**src/rtl/nand_gate_exerciser.sv**
```systemverilog
// Stimulus/response checker for the two-stage 3-input NAND gate on the lab board.
// Optional build macro NAND_EXERCISER_STOP_ON_FAIL_EN ends the run at the first mismatch.
module nand_gate_exerciser #(
  parameter int SETTLE_CYCLES = 2,
  parameter int PASSES        = 1,
  parameter int CNT_W         = 8
) (
  input  logic             clk,
  input  logic             rst,
  input  logic             start,
  output logic             a_o,
  output logic             b_o,
  output logic             c_o,
  input  logic             d_i,
  input  logic             e_i,
  output logic             busy,
  output logic             done,
  output logic             pass,
  output logic [CNT_W-1:0] err_cnt,
  output logic [2:0]       fail_vec,
  output logic             fail_valid
);

  localparam logic [1:0] IDLE   = 2'd0;
  localparam logic [1:0] SETTLE = 2'd1;
  localparam logic [1:0] CHECK  = 2'd2;
  localparam logic [1:0] DONE   = 2'd3;

  localparam int SW = (SETTLE_CYCLES > 1) ? $clog2(SETTLE_CYCLES) : 1;
  localparam int PW = (PASSES > 1) ? $clog2(PASSES) : 1;

  localparam logic [SW-1:0]    SETTLE_RELOAD = SW'(SETTLE_CYCLES - 1);
  localparam logic [SW-1:0]    SETTLE_ONE    = SW'(1);
  localparam logic [PW-1:0]    LAST_PASS     = PW'(PASSES - 1);
  localparam logic [PW-1:0]    PASS_ONE      = PW'(1);
  localparam logic [CNT_W-1:0] ERR_ONE       = CNT_W'(1);

  logic [1:0]       state_q, state_d;
  logic [2:0]       vec_q, vec_d;
  logic [PW-1:0]    pass_cnt_q, pass_cnt_d;
  logic [SW-1:0]    settle_q, settle_d;
  logic [CNT_W-1:0] err_cnt_q, err_cnt_d;
  logic [2:0]       fail_vec_q, fail_vec_d;
  logic             fail_valid_q, fail_valid_d;
  logic             pass_q, pass_d;
  logic             busy_q, busy_d;

  logic exp_d, exp_e, mismatch, stop_now, last_vec, last_pass;

  // Golden model: the second stage chains from the expected d, so a bad d
  // cannot mask itself by also corrupting the expected e.
  assign exp_d     = ~(vec_q[2] & vec_q[1]);
  assign exp_e     = ~(vec_q[0] & exp_d);
  assign mismatch  = (d_i != exp_d) | (e_i != exp_e);
  assign last_vec  = (vec_q == 3'd7);
  assign last_pass = (pass_cnt_q == LAST_PASS);

`ifdef NAND_EXERCISER_STOP_ON_FAIL_EN
  assign stop_now = mismatch;
`else
  assign stop_now = 1'b0;
`endif

  always_comb begin
    state_d      = state_q;
    vec_d        = vec_q;
    pass_cnt_d   = pass_cnt_q;
    settle_d     = settle_q;
    err_cnt_d    = err_cnt_q;
    fail_vec_d   = fail_vec_q;
    fail_valid_d = fail_valid_q;
    pass_d       = pass_q;
    busy_d       = busy_q;

    case (state_q)
      IDLE: begin
        if (start) begin
          vec_d        = 3'd0;
          pass_cnt_d   = '0;
          err_cnt_d    = '0;
          fail_valid_d = 1'b0;
          fail_vec_d   = 3'd0;
          pass_d       = 1'b0;
          settle_d     = SETTLE_RELOAD;
          busy_d       = 1'b1;
          state_d      = SETTLE;
        end
      end

      SETTLE: begin
        if (settle_q == '0) begin
          state_d = CHECK;
        end else begin
          settle_d = settle_q - SETTLE_ONE;
        end
      end

      CHECK: begin
        if (mismatch) begin
          if (!(&err_cnt_q)) begin
            err_cnt_d = err_cnt_q + ERR_ONE;
          end
          if (!fail_valid_q) begin
            fail_vec_d   = vec_q;
            fail_valid_d = 1'b1;
          end
        end
        if (stop_now || (last_vec && last_pass)) begin
          state_d = DONE;
        end else if (last_vec) begin
          vec_d      = 3'd0;
          pass_cnt_d = pass_cnt_q + PASS_ONE;
          settle_d   = SETTLE_RELOAD;
          state_d    = SETTLE;
        end else begin
          vec_d    = vec_q + 3'd1;
          settle_d = SETTLE_RELOAD;
          state_d  = SETTLE;
        end
      end

      DONE: begin
        pass_d  = (err_cnt_q == '0);
        busy_d  = 1'b0;
        state_d = IDLE;
      end

      default: begin
        state_d = IDLE;
      end
    endcase
  end

  always_ff @(posedge clk) begin
    if (rst) begin
      state_q      <= IDLE;
      vec_q        <= 3'd0;
      pass_cnt_q   <= '0;
      settle_q     <= '0;
      err_cnt_q    <= '0;
      fail_vec_q   <= 3'd0;
      fail_valid_q <= 1'b0;
      pass_q       <= 1'b0;
      busy_q       <= 1'b0;
    end else begin
      state_q      <= state_d;
      vec_q        <= vec_d;
      pass_cnt_q   <= pass_cnt_d;
      settle_q     <= settle_d;
      err_cnt_q    <= err_cnt_d;
      fail_vec_q   <= fail_vec_d;
      fail_valid_q <= fail_valid_d;
      pass_q       <= pass_d;
      busy_q       <= busy_d;
    end
  end

  // The gate is only driven while a vector is being exercised.
  assign {a_o, b_o, c_o} = ((state_q == SETTLE) || (state_q == CHECK)) ? vec_q : 3'd0;

  assign busy       = busy_q;
  assign done       = (state_q == DONE);
  assign pass       = pass_q;
  assign err_cnt    = err_cnt_q;
  assign fail_vec   = fail_vec_q;
  assign fail_valid = fail_valid_q;

endmodule

```
**config.mk**
```make
export PLATFORM = sky130hd
export DESIGN_NAME = nand_gate_exerciser
export DESIGN_NICKNAME = d
export VERILOG_FILES = /design/src/rtl/nand_gate_exerciser.sv
export SDC_FILE = /design/constraint.sdc
export NUM_CORES = 1
export LEC_CHECK = 0
export CORE_UTILIZATION = 50
export CTS_BUF_LIST = sky130_fd_sc_hd__clkbuf_8
export CTS_CLUSTER_SIZE = 10
export DETAILED_ROUTE_END_ITERATION = 8
export PLACE_DENSITY = 0.78
export SYNTH_ARGS = -nofsm -noshare
export SYNTH_HDL_FRONTEND = slang
export SYNTH_SLANG_ARGS = --single-unit
export TNS_END_PERCENT = 50
```
**constraint.sdc**
```tcl
create_clock -name clk -period 2.5 [get_ports clk]
set_clock_uncertainty 0.05 [all_clocks]
set_input_delay 0.5 -clock clk [delete_from_list [all_inputs] [get_ports clk]]
set_output_delay 0.5 -clock clk [all_outputs]
set_load 0.02 [all_outputs]
```
==> summary.txt <==
Timing
  – Fin crit share: 0.939
  – Fin. max-slew vios: 0
  – Hold Slack: 432 ps
  – # setup viols final: 0
  – Crit path time final: 2350 ps
  – Post-route setup TNS: 0 ps
  – Transition time of the tightest slew-check pin: 600 ps
  – RSZ-0062 raised after global routing: false
  – Fmax: 426 MHz
  – Final Hold Vio Count: 0
  – Slew HR: 0.600
  – Final WS setup: 152 ps

Die
  – I/O pin cnt: 23
  – Initial core utilization: 0.525
  – Die height: 53.0 um
  – Core footprint: 2480 um2
  – Row Count: 18
  – Die X-Extent: 53.0 um
  – Die area: 2810 um2

Critical path
  – Crit path DAT: 1800 ps
  – Critical path, cell by cell: inv_1 -> ha_1 -> and2_1 -> clkdlybuf4s50_1
  – Slowest cell on crit path: clkdlybuf4s50_1
  – Crit path capture type: output port
  – CP bufs+invs: 2
  – CP Launch Type: flip-flop
  – CP startpoint: state_q[0]
  – Crit path required time: 1950 ps
  – Max incr delay on CP: 600 ps
  – Critical R2R Launch: state_q[0]
  – Critical path fanouts, max: 5
  – Delay-heaviest family, CP: buffers and inverters
  – Kind of critical path: flip-flop to output port

CTS
  – Setup bufs post-CTS: 0
  – Clock transition at path regs: 80 ps
  – Hold_buf cts: 0
  – Post-cts sizing count: 0
  – Clock sink count: 21
  – CTS tree: done
  – Bufs on Longest Clock Path: 2
  – Root buffer cell: clkbuf_8
  – Worst-Skew Late Latency: 270 ps
  – Htree depth: 1
  – CTS buffer count: 3

Synthesis
  – FF+latch count, synth: 21
  – Syn_nets: 156
  – Post-synth EDFFs: 0
  – Synth Flop Type: dfxtp_1
  – Synth Warn #: 0
  – Register area share after synthesis: 0.323
  – Post-synthesis average cell area: 9.10 um2
  – Yosys cell types: 52
  – Top area cells in the synthesized netlist: dfxtp_1 32%, ha_1 7.7%, a21oi_1 3.1%, nor3_1 2.7%, inv_1 2.6%
  – Synth area leader: dfxtp_1
  – Post-Syn Area: 1300 um2
  – Post-synth top area share: 0.323
  – Cells after Synth: 143
  – FFs w/ async S/R, synth: 0

Power
  – Switch share: 0.404
  – Leak pwr: 0.592 nW
  – Switch Pwr: 0.469 mW
  – Comb pwr share: 0.448
  – VDD IR max: 0.000552 V
  – Internal Power: 0.693 mW
  – Clock share of power: 0.196
  – PD cells: 738 nW/um2
  – Seq pwr share: 0.356
  – Pwr Total: 1.16 mW

GRT
  – Vias in the first global route: 1106
  – Grt ovf: 0
  – Largest net degree at the start of global routing: 18
  – Antenna violations before repair: 0
  – Total track usage: 0.240
  – First-pass GRT wire length: 4.88 mm

Routing
  – Pre-antenna DRT Iters: 4
  – Initial drt markers: 38
  – ANT nets after route: 0
  – Via density: 6.16
  – Via Count: 1208
  – Final wirelength: 2.98 mm
  – DRC viols: 0
  – Average routed wire per standard cell: 15.2 um

Cells and area
  – Nets@finish: 180
  – Area delta synth->final: 20.9%
  – Diode count: 0
  – Post-Layout Cell Count: 196
  – Final Util: 0.635
  – Fillers: 224
  – Post-route design area: 1570 um2
  – Share of cells above drive strength 1: 0.114

Placed design
  – Pre-CTS setup slack: 267 ps
  – Post-DP HPWL: 2.20 mm
  – Placed Cells incl. Taps: 192
  – Gpl congestion: 0.888
  – Post-DP Area: 1530 um2
  – # port buffers: 22

Worst hold path
  – Hold_sp: pass_cnt_q
  – Worst Hold Class: flip-flop to flip-flop

Outcome
  – Outcome: finished clean

Flow run
  – Max Cap Viol: 0
## worst paths after layout
check	end	slack, ps	cells past startpoint
worst max-delay path	b_o	150	4
worst min-delay path	pass_cnt_q	430	1
worst max register to register	err_cnt[1]	340	6
worst min register to register	pass_cnt_q	430	1
## cells by family after synthesis
group / count (synthesis) / synth area share
adders and majority gates: 8 / 0.0769
muxes: 4 / 0.0404
AOI/OAI and AO/OA: 40 / 0.241
DFF: 21 / 0.323
buffers and inverters: 14 / 0.0625
and+or+nand+nor: 55 / 0.249
xor gates and xnor gates: 1 / 0.00673
## area by class of cell
| cell class | instances | area [um2] | share of cell area |
|---|---|---|---|
| tap | 30 | 37.5 | 0.0239 |
| timing repair buffer | 24 | 235 | 0.150 |
| clock buffer | 3 | 41.3 | 0.0263 |
| multi-input combinational | 108 | 800 | 0.508 |
| inverter | 9 | 33.8 | 0.0215 |
| clock inverter | 1 | 5.00 | 0.00318 |
| sequential | 21 | 420 | 0.267 |
## cell usage after synthesis, types with 2 or more instances
cell,count
a211oi_1,4
a21oi_1,8
a22o_1,3
a22oi_1,3
and2_1,4
and3_1,2
clkbuf_8,2
dfxtp_1,21
ha_1,8
inv_1,9
mux2i_1,3
nand2_1,8
nand3_1,5
nand4_1,2
nand4b_1,2
nor2_1,9
nor3_1,7
nor3b_1,2
o211a_1,2
o21ai_0,6
or3_1,2
## cell usage in the layout, fill, tap and decap left out, types with 2 or more instances in the layout
cell / count
nand2_1: 8
a211oi_1: 4
nand3_1: 5
or3_1: 2
nor3b_1: 2
o211a_1: 2
ha_1: 8
nor2_1: 9
mux2i_1: 3
clkdlybuf4s50_1: 22
nand4_1: 2
inv_1: 9
a22oi_1: 3
a22o_1: 3
clkbuf_8: 3
nand4b_1: 2
and3_1: 2
o21ai_0: 6
nor3_1: 7
buf_4: 2
dfxtp_1: 21
and2_1: 4
a21oi_1: 8
## routing by layer
layer	part of all wire	up-vias	wire length, um	global-route usage
li1	-	584	-	-
met1	0.46	587	1360	0.297
met2	0.49	29	1450	0.388
met3	0.038	8	114	0.0632
met4	0.018	0	55	0.101
met5	0	-	0	0
## flip-flops by register name, indices dropped and copies added (netlist names)
register / count
err_cnt: 8
fail_vec: 3
vec_q: 3
state_q: 2
busy: 1
fail_valid: 1
pass: 1
pass_cnt_q: 1
settle_q: 1
## power groups by stage
| stage | sequential [mW] | combinational, mW | clock [mW] |
|---|---|---|---|
| finish | 0.413 | 0.520 | 0.228 |
| floorplan | 0.426 | 0.405 | 0 |
| detailed placement | 0.421 | 0.517 | 0 |
| global placement | 0.417 | 0.498 | 0 |
| CTS | 0.412 | 0.520 | 0.234 |
| global route | 0.420 | 0.576 | 0.250 |
(Power assumes the default switching activity.)
